<file path="src/rtl/dso_pkg.sv">
// Shared types and constants for the scope's trace capture and readout path.
package dso_pkg;

  localparam int TRACE_DEPTH = 512;
  localparam int NUM_CH      = 3;
  localparam logic [1:0] CH_INVALID = 2'd3;

  typedef enum logic [2:0] {
    ST_IDLE,
    ST_RD,
    ST_LAT,
    ST_SEND,
    ST_TXW,
    ST_FIN
  } dump_state_t;

endpackage

</file>
<file path="src/rtl/dump_addr_gen.sv">
// Circular read-address walker for trace readout: wrapping address plus sample count.
module dump_addr_gen
  import dso_pkg::*;
#(
  parameter int DEPTH = TRACE_DEPTH,
  parameter int AW    = 9,
  parameter int CW    = $clog2(DEPTH) + 1
) (
  input  logic          clk,
  input  logic          rst,
  input  logic          load,
  input  logic [AW-1:0] start_addr,
  input  logic          inc,
  output logic [AW-1:0] rd_addr,
  output logic          last
);

  logic [CW-1:0] smpl_cnt;

  // NOTE: state registers use non-blocking assignments so every flop samples
  // the pre-edge values, independent of statement order.
  always_ff @(posedge clk) begin
    if (rst) begin
      rd_addr  <= '0;
      smpl_cnt <= '0;
    end else if (load) begin
      rd_addr  <= start_addr;
      smpl_cnt <= '0;
    end else if (inc) begin
      // DEPTH is a power of two, so natural AW-bit overflow is the wrap.
      rd_addr  <= rd_addr + AW'(1);
      smpl_cnt <= smpl_cnt + CW'(1);
    end
  end

  assign last = (smpl_cnt == CW'(DEPTH));

endmodule

</file>
<file path="src/rtl/trace_dump_ctrl.sv">
// Reads one channel's circular trace buffer oldest-to-newest and streams it to the UART.
module trace_dump_ctrl
  import dso_pkg::*;
#(
  parameter int DEPTH = TRACE_DEPTH,
  parameter int AW    = 9,
  parameter int DW    = 8
) (
  input  logic          clk,
  input  logic          rst,
  input  logic          capture_done,
  input  logic [AW-1:0] trace_end,
  input  logic          dump_req,
  input  logic [1:0]    dump_ch,
  input  logic          dump_abort,
  output logic [2:0]    ram_en,
  output logic [AW-1:0] rd_addr,
  input  logic [DW-1:0] rd_data,
  output logic [DW-1:0] tx_data,
  output logic          trmt,
  input  logic          tx_done,
  output logic          dump_busy,
  output logic          dump_done,
  output logic          dump_err,
  output logic          clr_capture_done
);

  dump_state_t state, state_n;
  logic [1:0]  ch_q;
  logic        load, inc, last, req_ok, err_n;

  assign req_ok = capture_done && (dump_ch != CH_INVALID);

  dump_addr_gen #(.DEPTH(DEPTH), .AW(AW)) u_addr (
    .clk        (clk),
    .rst        (rst),
    .load       (load),
    .start_addr (trace_end + AW'(1)),
    .inc        (inc),
    .rd_addr    (rd_addr),
    .last       (last)
  );

  always_ff @(posedge clk) begin
    if (rst) begin
      state    <= ST_IDLE;
      ch_q     <= '0;
      tx_data  <= '0;
      dump_err <= 1'b0;
    end else begin
      state    <= state_n;
      dump_err <= err_n;
      if (load) ch_q <= dump_ch;
      if (state == ST_LAT) tx_data <= rd_data;
    end
  end

  // NOTE: every signal assigned here gets a default first, so no path through
  // the case statement can leave a value unassigned and infer a latch.
  always_comb begin
    state_n          = state;
    ram_en           = '0;
    trmt             = 1'b0;
    dump_done        = 1'b0;
    clr_capture_done = 1'b0;
    load             = 1'b0;
    inc              = 1'b0;
    err_n            = 1'b0;

    case (state)
      ST_IDLE: begin
        if (dump_req) begin
          if (req_ok) begin
            load    = 1'b1;
            state_n = ST_RD;
          end else begin
            err_n = 1'b1;
          end
        end
      end
      ST_RD: begin
        ram_en  = 3'b001 << ch_q;
        state_n = ST_LAT;
      end
      ST_LAT:  state_n = ST_SEND;
      ST_SEND: begin
        trmt    = 1'b1;
        inc     = 1'b1;
        state_n = ST_TXW;
      end
      ST_TXW: begin
        if (tx_done) state_n = last ? ST_FIN : ST_RD;
      end
      ST_FIN: begin
        dump_done        = 1'b1;
        clr_capture_done = 1'b1;
        state_n          = ST_IDLE;
      end
      default: state_n = ST_IDLE;
    endcase

    // Abort outranks everything in the same cycle, including this cycle's strobes.
    if (dump_abort && (state != ST_IDLE)) begin
      state_n          = ST_IDLE;
      ram_en           = '0;
      trmt             = 1'b0;
      dump_done        = 1'b0;
      clr_capture_done = 1'b0;
      inc              = 1'b0;
    end
  end

  assign dump_busy = (state != ST_IDLE);

endmodule
</file>
<file path="config.mk">
export PLATFORM = sky130hd
export DESIGN_NAME = trace_dump_ctrl
export DESIGN_NICKNAME = d
export VERILOG_FILES = /design/src/rtl/dso_pkg.sv /design/src/rtl/dump_addr_gen.sv /design/src/rtl/trace_dump_ctrl.sv
export SDC_FILE = /design/constraint.sdc
export NUM_CORES = 1
export LEC_CHECK = 0
export ABC_CLOCK_PERIOD_IN_PS = 2700
export CAP_MARGIN = 20
export CORE_MARGIN = 5
export CORE_UTILIZATION = 45
export CTS_CLUSTER_SIZE = 20
export DETAILED_ROUTE_END_ITERATION = 12
export MAX_ROUTING_LAYER = met4
export PLACE_DENSITY = 0.76
export REMOVE_ABC_BUFFERS = 1
export SLEW_MARGIN = 10
export SYNTH_ARGS = -nofsm -noshare
export SYNTH_HDL_FRONTEND = slang
export SYNTH_SLANG_ARGS = --single-unit
</file>
<file path="constraint.sdc">
create_clock -name clk -period 2.7 [get_ports clk]
set_input_delay 0.27 -clock clk [delete_from_list [all_inputs] [get_ports clk]]
set_output_delay 0.27 -clock clk [all_outputs]
set_load 0.01 [all_outputs]
</file>
==> results of run 1 <==
cell type report:
cell class	instances	area share
Sequential cell	33	0.283
Clock buffer	7	0.0370
Inverter	4	0.00643
Tap cell	48	0.0257
Multi-Input combinational cell	162	0.419
Timing Repair Buffer	55	0.229
synthesized netlist by cell type, types with 2 or more instances:
| cell | number | share of area |
|---|---|---|
| sky130_fd_sc_hd__nand3_2 | 2 | 0.012 |
| sky130_fd_sc_hd__o21a_1 | 2 | 0.0087 |
| sky130_fd_sc_hd__a21o_1 | 2 | 0.0087 |
| sky130_fd_sc_hd__dfxtp_1 | 33 | 0.38 |
| sky130_fd_sc_hd__ha_1 | 3 | 0.022 |
| sky130_fd_sc_hd__o21ai_0 | 5 | 0.014 |
| sky130_fd_sc_hd__xor2_1 | 12 | 0.061 |
| sky130_fd_sc_hd__clkbuf_1 | 3 | 0.0065 |
| sky130_fd_sc_hd__a211oi_1 | 5 | 0.022 |
| sky130_fd_sc_hd__and3_1 | 2 | 0.0072 |
| sky130_fd_sc_hd__nor4_1 | 3 | 0.011 |
| sky130_fd_sc_hd__nand2_1 | 37 | 0.080 |
| sky130_fd_sc_hd__and4_1 | 2 | 0.010 |
| sky130_fd_sc_hd__buf_6 | 2 | 0.013 |
| sky130_fd_sc_hd__or3_1 | 4 | 0.014 |
| sky130_fd_sc_hd__inv_1 | 4 | 0.0087 |
| sky130_fd_sc_hd__nor3_1 | 3 | 0.0087 |
| sky130_fd_sc_hd__o31ai_1 | 3 | 0.013 |
| sky130_fd_sc_hd__o211ai_1 | 2 | 0.0087 |
| sky130_fd_sc_hd__xnor2_1 | 3 | 0.015 |
| sky130_fd_sc_hd__or4_1 | 2 | 0.0087 |
| sky130_fd_sc_hd__buf_2 | 4 | 0.012 |
| sky130_fd_sc_hd__buf_4 | 3 | 0.013 |
| sky130_fd_sc_hd__nand3_1 | 8 | 0.023 |
| sky130_fd_sc_hd__nor4b_1 | 3 | 0.015 |
| sky130_fd_sc_hd__nor2_1 | 15 | 0.033 |
| sky130_fd_sc_hd__a21oi_1 | 19 | 0.055 |
| sky130_fd_sc_hd__and2_1 | 4 | 0.014 |
| sky130_fd_sc_hd__nand3b_1 | 2 | 0.0087 |
| sky130_fd_sc_hd__nand4_1 | 6 | 0.022 |
how the worst max path moves through the flow:
stage	startpoint	endpoint	slack, ns	depth (start not counted)
finish	state[2]	u_addr.rd_addr[8]	0.47	9
global route	state[2]	u_addr.rd_addr[8]	0.26	9
CTS	state[2]	u_addr.rd_addr[8]	0.46	9
detailed placement	dump_req	u_addr.rd_addr[8]	0.26	10
global placement	dump_req	u_addr.rd_addr[8]	0.34	10
floorplan	state[2]	u_addr.rd_addr[8]	0.50	9
power by group through the flow:
stage | sequential (mW) | combinational, mW | clock, mW
CTS | 0.517 | 0.148 | 0.372
finish | 0.517 | 0.147 | 0.362
detailed placement | 0.528 | 0.147 | 0
global route | 0.519 | 0.159 | 0.391
floorplan | 0.530 | 0.0518 | 0
global placement | 0.527 | 0.145 | 0
through the flow:
step	setup WS, ns	hold WS, ns	utilization
final	0.473	0.455	0.633
after global routing	0.263	0.476	0.633
after CTS	0.461	0.457	0.633
after detailed placement	0.264	0.449	0.610
after global placement	0.340	0.442	0.610
after floorplan	0.500	0.339	-
sequential cells by signal (all words and copies together) (netlist names):
name             flops
ch_q                 2
dump_err             1
state                3
tx_data              8
u_addr.rd_addr       9
u_addr.smpl_cnt     10
worst max-delay path: cells and delay by family (launching register included):
family / cells / cell delay [ns]
adders and majority gates: 1 / 0.16
DFF: 1 / 0.43
AOI/OAI and AO/OA: 3 / 0.57
and+or+nand+nor: 5 / 0.94
cell families after synthesis:
kind of cell	count (synthesis)	share of synthesized area
AND/OR/NAND/NOR	99	0.304
AO/OA/AOI/OAI	45	0.164
flip-flops	33	0.382
buffers and inverters	16	0.0528
XOR/XNOR	15	0.0760
adder cells (fa/ha/maj)	3	0.0217
layer usage:
| layer | part of all wire | vias up | GRT usage |
|---|---|---|---|
| li1 | - | 850 | - |
| met1 | 0.47 | 744 | 0.202 |
| met2 | 0.47 | 41 | 0.278 |
| met3 | 0.049 | 5 | 0.0374 |
| met4 | 0.010 | 0 | 0.0438 |
| met5 | 0 | - | - |
==> impl.org, run 1 <==
** Run status
- Run status :: finished, final reports clean

** Logic synthesis
- Ys flop type :: sky130_fd_sc_hd__dfxtp_1
- During synthesis, Yosys emitted a total of 0 warnings.
- The mapped netlist covers 1730 sq um.
- Count of mapped cells out of synthesis :: 211
- Yosys mapped the design onto 43 distinct sky130hd cell types.
- Counting flops and latches in the post-synthesis netlist gives 33.
- Share of the yosys chip area belonging to registers :: 0.382
- A synthesized cell averages 8.20 sq um.
- The synthesized design contains 0 enable-type register cells.
- For this run, asynchronously set or reset flops after synthesis account for 0.

** Global route
- The number of antenna violations at the first check in global routing came to 0.
- Global-route usage over all layers :: 0.166
- Global-route wire length before repair :: 6.80 mm
- After global routing the overflow that remains totals 0.
- Via count of the first global-routing pass :: 1566
- Largest net degree at the start of global routing :: 23

** Setup path
- The endpoint identified for the worst register-to-register timing path is u_addr.rd_addr[8].
- Critical path launch point type :: flip-flop
- Type of the worst setup path :: flip-flop to flip-flop
- Cell type of the slowest stage on the worst timing path :: sky130_fd_sc_hd__dfxtp_1
- In this run the worst path has a maximum fanout of 12.
- Worst-case register-to-register setup slack :: 0.47 ns
- STA puts the critical path data required time at 2.85 ns.
- By instance count, the cell type seen most on the critical path is sky130_fd_sc_hd__nand2_1.
- Crit path cell chain :: nor4b_4 > and2_1 > nand2_1 > nand2_1 > ha_1 > nand3_1 > o31a_1 > o31ai_1 > a31oi_1
- Crit-path max cell delay :: 0.43 ns
- The number of cells on the worst reg-to-reg path is 9.
- Endpoint kind of the worst setup timing path :: flip-flop
- Data on the critical path arrives at its endpoint at 2.38 ns.
- Startpoint of the lowest-slack register-to-register path :: state[2]

** Power
- Overall power consumption after layout is estimated at 1.03 mW.
- Power spread over the standard cell area amounts to 439 nW/um^2.
- The internal power of the cells totals 0.787 mW.
- Relative contribution of sequential cells to total power :: 0.504
- Of the total power, the clock network draws 0.353.
- Leakage :: 0.828 nW
- Part of the total power dissipated in combinational logic :: 0.143
- VDD sags by at most 0.291 mV.
- Of the total power, the share spent switching nets is 0.233.
- The analysis attributes to net switching a power of 0.239 mW.

** Timing
- The worst pin sits at a relative slew slack of 0.729.
- Max Clock Freq :: 0.449 GHz
- TNS Setup :: 0 ns
- Clock skew on the completed layout was measured at 0.00373 ns.
- Setup repair after global routing left no endpoint under its margin.
- Total count of hold-check failures in the final report :: 0
- Final clock period utilization by the worst path :: 0.825
- Final setup viols :: 0
- Number of max-slew violations in the final report :: 0
- Slew at the pin with the worst max-slew slack :: 0.407 ns
- Clock period minus final worst setup slack :: 2.23 ns

** Cells and area
- Summing all multi-input logic gate instances after layout gives 977 sq um.
- In the final layout, the share of cells above drive strength 1 is 0.0651.
- Leading cell type in the layout, fill and taps excluded :: sky130_fd_sc_hd__clkdlybuf4s50_1
- The sequential cells in the finished layout cover a total of 661 sq um.
- Leading cell types in the layout, fill and taps excluded :: 49 x sky130_fd_sc_hd__clkdlybuf4s50_1, 37 x sky130_fd_sc_hd__nand2_1, 33 x sky130_fd_sc_hd__dfxtp_1
- Final cell area excluding filler cells :: 2330 sq um
- The net count of the finished layout is 289.
- The area growth from synthesis to layout is 35.0%.
- Excluding fillers, the count of instances in the completed layout stands at 309.
- The filler cells instantiated in the layout total 339.
- 0 antenna diodes ended up in the layout.

** Worst hold path
- The worst hold path terminates at tx_data[6].
- Hold WC Path Type :: flip-flop to flip-flop
- Min-delay src :: tx_data[6]
- Along the worst hold path, the cell count comes to 2.

** Floorplanning
- Initial Utilization :: 0.469
- Chip height :: 72.0 um
- The die covers 5180 sq um.
- Count of standard-cell rows :: 22
- In this run the standard cell core region covers 3690 sq um.
- In this run the horizontal extent of the chip is 72.0 um.
- I/O Pins :: 50

** Clock network
- After clock tree synthesis, the clock-pin slew on the worst setup and hold paths is 0.06 ns.
- The H-tree was split into 2 levels.
- Buffers inserted during clock tree synthesis total 5.
- Counting along the longest clock path gives a buffer depth of 2.
- For this design, the CTS-stage hold fixing added 0 buffers.
- Master cell of the clock root buffer :: sky130_fd_sc_hd__clkbuf_8
- Buffers added to address setup during post-CTS repair amount to 0.
- Gates resized during post-CTS repair numbered 0.
- Clock tree from TritonCTS :: done
- Clock Latency Late Sink :: 0.27 ns
- For this design, the sink count on the clock tree is 33.

** Route
- Dividing the detail-routed wire length by the instance count gives 13.6 um.
- Using the TritonRoute via totals, the vias-per-cell ratio works out to 5.31.
- The detailed router placed 1640 vias in this run.
- Routed wire length :: 4.19 mm
- The first routing iteration left 90 violations.
- The detail route stage leaves a number of antenna-violating nets equal to 0.
- The first detailed-routing pass ran for 4 iterations.
- DRC Markers :: 0

** Placed design
- Once placement completed, the tool counted placed cells totaling 302.
- Routability-driven placement finished with a final weighted congestion of 0.833.
- Total of buffers placed on input and output ports :: 49
- Instance area after placement :: 2250 sq um
- Detail Placement HPWL :: 3.10 mm

** Run
- Max-capacitance violation count :: 0
(Power assumes the default switching activity.)
==> run 2: changes to the inputs <==
--- a/config.mk
+++ b/config.mk
@@ -5,14 +5,14 @@
 export SDC_FILE = /design/constraint.sdc
 export NUM_CORES = 1
 export LEC_CHECK = 0
-export ABC_CLOCK_PERIOD_IN_PS = 2700
+export ABC_CLOCK_PERIOD_IN_PS = 1950
 export CAP_MARGIN = 20
 export CORE_MARGIN = 5
-export CORE_UTILIZATION = 45
+export CORE_UTILIZATION = 42
 export CTS_CLUSTER_SIZE = 20
 export DETAILED_ROUTE_END_ITERATION = 12
 export MAX_ROUTING_LAYER = met4
-export PLACE_DENSITY = 0.76
+export PLACE_DENSITY = 0.75
 export REMOVE_ABC_BUFFERS = 1
 export SLEW_MARGIN = 10
 export SYNTH_ARGS = -nofsm -noshare
==> constraint.sdc (replaced) <==
create_clock -name clk -period 1.95 [get_ports clk]
set_input_delay 0.195 -clock clk [delete_from_list [all_inputs] [get_ports clk]]
set_output_delay 0.195 -clock clk [all_outputs]
set_load 0.01 [all_outputs]
==> impl.org, run 2 (synthesis results as in run 1) <==
** Setup path
- The worst setup path is captured at a flip-flop.
- Critical path data required time :: 2.17 ns (-0.68 ns)
- The largest driver fanout on the critical path is 5 (-7).
- The arrival time at the worst endpoint came to 2.10 ns (-0.28 ns).
- STA classifies the critical path startpoint as a flip-flop.
- The critical path in this run is classified as flip-flop to flip-flop.
- In this run the critical register-to-register path is launched from state[2].
- The critical path starts at state[2].
- Worst-case register-to-register setup slack :: 0.07 ns (-0.40 ns)

** Worst hold path
- Min-delay src :: rd_data[5]
- Hold WC Path Type :: input port to flip-flop

** Clock network
- The clock insertion delay at the later pin of the skew report is 0.29 ns (+0.02 ns).
- The number of CTS-inserted buffers is 5 (unchanged).
- Clock tree from TritonCTS :: done
- Total clock sinks :: 33 (unchanged)
- The worst-case clock buffer depth is 2 (unchanged).
- The level count of the clock H-tree came to 2 (unchanged).
- Clock slew at the register clock pins of the worst setup and hold paths :: 0.07 ns (about the same)
- In this run the clock root is driven by a sky130_fd_sc_hd__clkbuf_8.

** Global route
- Largest net degree at the start of global routing :: 23 (unchanged)
- GRT Residual Overflow :: 0 (unchanged)
- The wire length of the first global-routing pass was 7.40 mm (+8.8%).
- The number of global-route vias before repair was 1646 (+5.1%).
- Global-route usage over all layers :: 0.179 (+0.0133)
- The number of antenna violations at the first check in global routing is 0 (unchanged).

** Cells and area
- Leading cell type in the layout, fill and taps excluded :: sky130_fd_sc_hd__clkdlybuf4s50_1
- Net count reported at finish :: 303 (+4.8%)
- Area overhead of the layout relative to synthesis :: 44.0%
- Share of layout cells above drive strength 1 :: 0.145 (+0.0798)
- Flip-flop count of the largest register after layout :: 10 (unchanged)
- In the final layout, the registers with the most flip-flops are u_addr.smpl_cnt: 10 flops, u_addr.rd_addr: 9 flops, tx_data: 8 flops.
- The total non-filler cell area in the finished layout was 2490 sq um (+6.6%).
- Leaving out fill and tap cells, the most frequent cells in the layout are 45 x sky130_fd_sc_hd__clkdlybuf4s50_1, 35 x sky130_fd_sc_hd__nand2_1, 31 x sky130_fd_sc_hd__dfxtp_1.
- Antenna diode count :: 0 (unchanged)
- Ranked by flip-flop count, first place goes to u_addr.smpl_cnt.
- The total of fill cells in the finished design came to 345 (+1.8%).

** Placed design
- The final RePlAce weighted congestion was 0.884 (+6.2%).
- The total placed instance area was 2360 sq um (+5.0%).
- Total of buffers placed on input and output ports :: 49 (unchanged)
- The worst setup slack after placement was -0.330 ns (-0.594 ns).
- Detail Placement HPWL :: 3.28 mm (+5.8%)

** Timing
- The final-report max-slew violation count was 0 (unchanged).
- The smallest setup slack after layout was 0.0715 ns (-0.402 ns).
- The worst relative slew slack was 0.769 (+0.0404).
- Final setup viols :: 0 (unchanged)
- Skew final :: 0.00539 ns (+0.00166 ns)
- Slew at the pin with the worst max-slew slack :: 0.338 ns (-0.0687 ns)
- The count of final hold-check violations came to 0 (unchanged).
- Clock period minus final worst setup slack :: 1.88 ns (-0.348 ns)
- Final clock period utilization by the worst path :: 0.963 (+0.139)
- Max Clock Freq :: 0.532 GHz (+19%)

** Route
- Mean number of vias per cell :: 5.28 (-0.48%)
- The number of iterations in the first detailed-routing pass was 4 (unchanged).
- The total vias in the final route is 1722 (+5.0%).
- The DRC violation count after routing is 0 (unchanged).
- The total wirelength of the detailed-routed design was 4.44 mm (+6.1%).
- The per-cell routed wire length came to 13.6 um (+0.56%).
- The violation count after the first detailed-routing iteration was 95 (+5.6%).
- Count of nets left with antenna violations after detail routing :: 0 (unchanged)

** Floorplanning
- I/O Pins :: 50 (unchanged)
- The initial standard-cell utilization of the core was 0.432 (-0.0365).
- The die boundary width came to 74.2 um (+3.0%).
- The overall die height came to 74.2 um (+3.0%).
- Core area :: 4000 sq um (+8.4%)
- The die footprint is 5500 sq um (+6.1%).
- Count of standard-cell rows :: 23 (+4.5%)

** Power
- The static power due to leakage is 0.920 nW (+11%).
- Power density over cell area :: 583 nW/um^2 (+33%)
- Pwr Total :: 1.45 mW (+42%)
- Peak supply drop :: 0.396 mV (+36%)

** Run
- The count of max-cap constraint violations is 0 (unchanged).

** Run status
- The flow ran to the end, and the final reports show no timing, DRC or antenna violations.
[run 2: cell types whose count changed in the layout (fill, tap and decap cells not counted), sizes merged]
cell	before	now
clkbuf	7	6
clkdlybuf4s50	49	45
dlygate4sd2	0	4
buf	6	20
clkinv	0	2
[run 2: cell type report]
class                      instances  area (sq um)  share of cell area
sequential                        33           663               0.266
inverter                           4          15.0             0.00603
tap                               50          62.6              0.0251
timing repair buffer              69           652               0.262
clock buffer                       6          72.6              0.0291
multi-input combinational        162          1010               0.408
clock inverter                     2          10.0             0.00402
[run 2: routing by layer]
| layer | track usage | vias up | share of wire |
|---|---|---|---|
| li1 | - | 875 | - |
| met1 | 0.206 | 782 | 0.43 |
| met2 | 0.294 | 55 | 0.48 |
| met3 | 0.0514 | 10 | 0.075 |
| met4 | 0.0704 | 0 | 0.021 |
| met5 | - | - | 0 |
[run 2: worst paths after layout]
kind / end / depth (start not counted)
worst max-delay path: u_addr.rd_addr[8] / 9
worst min-delay path: tx_data[5] / 3
worst max register to register: u_addr.rd_addr[8] / 9
worst min register to register: tx_data[6] / 2
[run 2: worst max-delay path: stages, from the launching register on]
cell and delay (ns):
sky130_fd_sc_hd__dfxtp_2 0.34, sky130_fd_sc_hd__nor4b_4 0.31, sky130_fd_sc_hd__and2_4 0.20, sky130_fd_sc_hd__nand2_1 0.06, sky130_fd_sc_hd__nand2_2 0.08, sky130_fd_sc_hd__ha_4 0.15, sky130_fd_sc_hd__buf_6 0.12, sky130_fd_sc_hd__nand3_2 0.07
sky130_fd_sc_hd__or3_1 0.36, sky130_fd_sc_hd__a31oi_1 0.13
[run 2: report_power, final]
group	internal, mW	switching (mW)
Combinational	0.134	0.0992
Clock	0.247	0.259
Sequential	0.694	0.0197
[run 2: metrics by stage]
| step | TNS [ns] | hold slack, ns | util | instances |
|---|---|---|---|---|
| after floorplan | -0.433 | 0.264 | - | 199 |
| after global placement | -0.841 | 0.442 | 0.590 | 317 |
| after detailed placement | -1.21 | 0.447 | 0.590 | 317 |
| after CTS | -0.0356 | 0.438 | 0.613 | 325 |
| after global routing | -0.00753 | 0.453 | 0.622 | 326 |
| final | 0 | 0.445 | 0.622 | 326 |
[run 2: timing repair]
item,CTS,global route
hold buffers,0,0
buffers inserted,0,1
gates resized for setup,9,6
pin swaps,4,7
setup endpoints to repair,7,5
==> patch (settings of run 1) <==
`TRACE_DEPTH`: 512 -> 128.
--- a/src/rtl/dso_pkg.sv
+++ b/src/rtl/dso_pkg.sv
@@ -1,7 +1,7 @@
 // Shared types and constants for the scope's trace capture and readout path.
 package dso_pkg;
 
-  localparam int TRACE_DEPTH = 512;
+  localparam int TRACE_DEPTH = 128;
   localparam int NUM_CH      = 3;
   localparam logic [1:0] CH_INVALID = 2'd3;
 
Formal check against the unedited RTL: no difference found for any inputs over 10 cycles, from zero or initial values and one cycle with rst high; that may be too few to reach the edited logic, so the function may still have changed.
==> patch against run 1 <==
Setup slack got worse by 0.058 ns; design area shrank 4.7%; sequential cell count decreased by 2; hold slack gained 0.051 ns; routed wire length shrank 1.4%; first-iteration DRC count down 11%; synthesized area fell by 5.6%; power increased by 0.28%.
==> patch: results (changes against run 1) <==
multi_input_cells: 132  # -19%
sh_seq_area_pct: 27.9  # -0.41 points
vias: 1485  # -9.5%
ys_seq_area_share_pct: 38.0  # -0.17 points
drive_above_1_share_pct: 8.58  # +2.1 points
grt_use_met1_pct: 20.6  # +0.37 points
grt_max_degree: 15  # -35%
gr-usage-met2_pct: 30.3  # +2.6 points
vias_per_cell: 5.32  # +0.29%
worst_ir_drop_vdd_v: 0.000291  # about the same
nFillCells: 294  # -13%
nonClockInverterCount: 7  # +3
p_sw_share_pct: 27.1  # +3.8 points
wl_per_cell_microns: 14.8  # +9.2%
grtUsageTotal_pct: 18.0  # +1.4 points
synthTopCellsByCount: "dfxtp_1, nor2_1, mux2i_1"
layout.nonclk_buf_share_pct: 24.1  # +1.1 points
yosysUniqueCellTypes: 45  # +4.7%
leakagePower_nw: 0.830  # +0.16%
multi_input_area_share_pct: 41.2  # -0.65 points
insertion_delay_ns: 0.33  # +0.06 ns
clockRootBuffer: "clkbuf_4"
status: "finished, final reports clean"
skew_ns: 0.00486  # +0.00113 ns
holdWs_ns: 0.506  # +0.0509 ns
## patch: cell count changes in the layout (fill, tap and decap cells not counted), moves of 4 or more
cell and delta:
a21oi_1 -15, clkbuf_8 -4, clkbuf_4 +5, nor3_1 +5, xnor2_1 +5, nand2_1 -27
nor2_1 +9, mux2i_1 +11, o21ai_0 -4
## patch: power by group through the flow
stage / registers [mW] / logic (mW) / clock network [mW]
detailed placement: 0.516 / 0.208 / 0
finish: 0.505 / 0.208 / 0.315
floorplan: 0.520 / 0.0856 / 0
global route: 0.509 / 0.226 / 0.338
global placement: 0.515 / 0.202 / 0
CTS: 0.505 / 0.210 / 0.319
## patch: worst min-delay path: cells and delay by family, from the launching register on
| family | cells | cell delay, ns |
|---|---|---|
| flip-flops | 1 | 0.35 |
| AND/OR/NAND/NOR | 1 | 0.07 |
| AO/OA/AOI/OAI | 1 | 0.05 |
## patch: logic make-up (layout without fill, tap and decap cells)
family          Yosys count  after routing  synth area share [%]
compound gates           22             22                  10.0
buf+inv                  18             70                  5.75
simple gates             76             76                  26.1
fa+ha+maj                 3              3                  2.30
xor+xnor                 18             18                  9.66
flops                    31             31                  38.0
mux                      13             13                  8.13
## patch: worst paths after layout
| path | end | startpoint | cells after the start |
|---|---|---|---|
| hold reg to reg | u_addr.smpl_cnt[1]$_SDFFE_PP0P_ | u_addr.smpl_cnt[1]$_SDFFE_PP0P_ | 2 |
| setup reg to reg | u_addr.rd_addr[8]$_SDFFE_PP0P_ | state[0]$_SDFFE_PP0P_ | 8 |
| setup / recovery | u_addr.rd_addr[8]$_SDFFE_PP0P_ | state[0]$_SDFFE_PP0P_ | 8 |
| hold / removal | u_addr.smpl_cnt[1]$_SDFFE_PP0P_ | u_addr.smpl_cnt[1]$_SDFFE_PP0P_ | 2 |
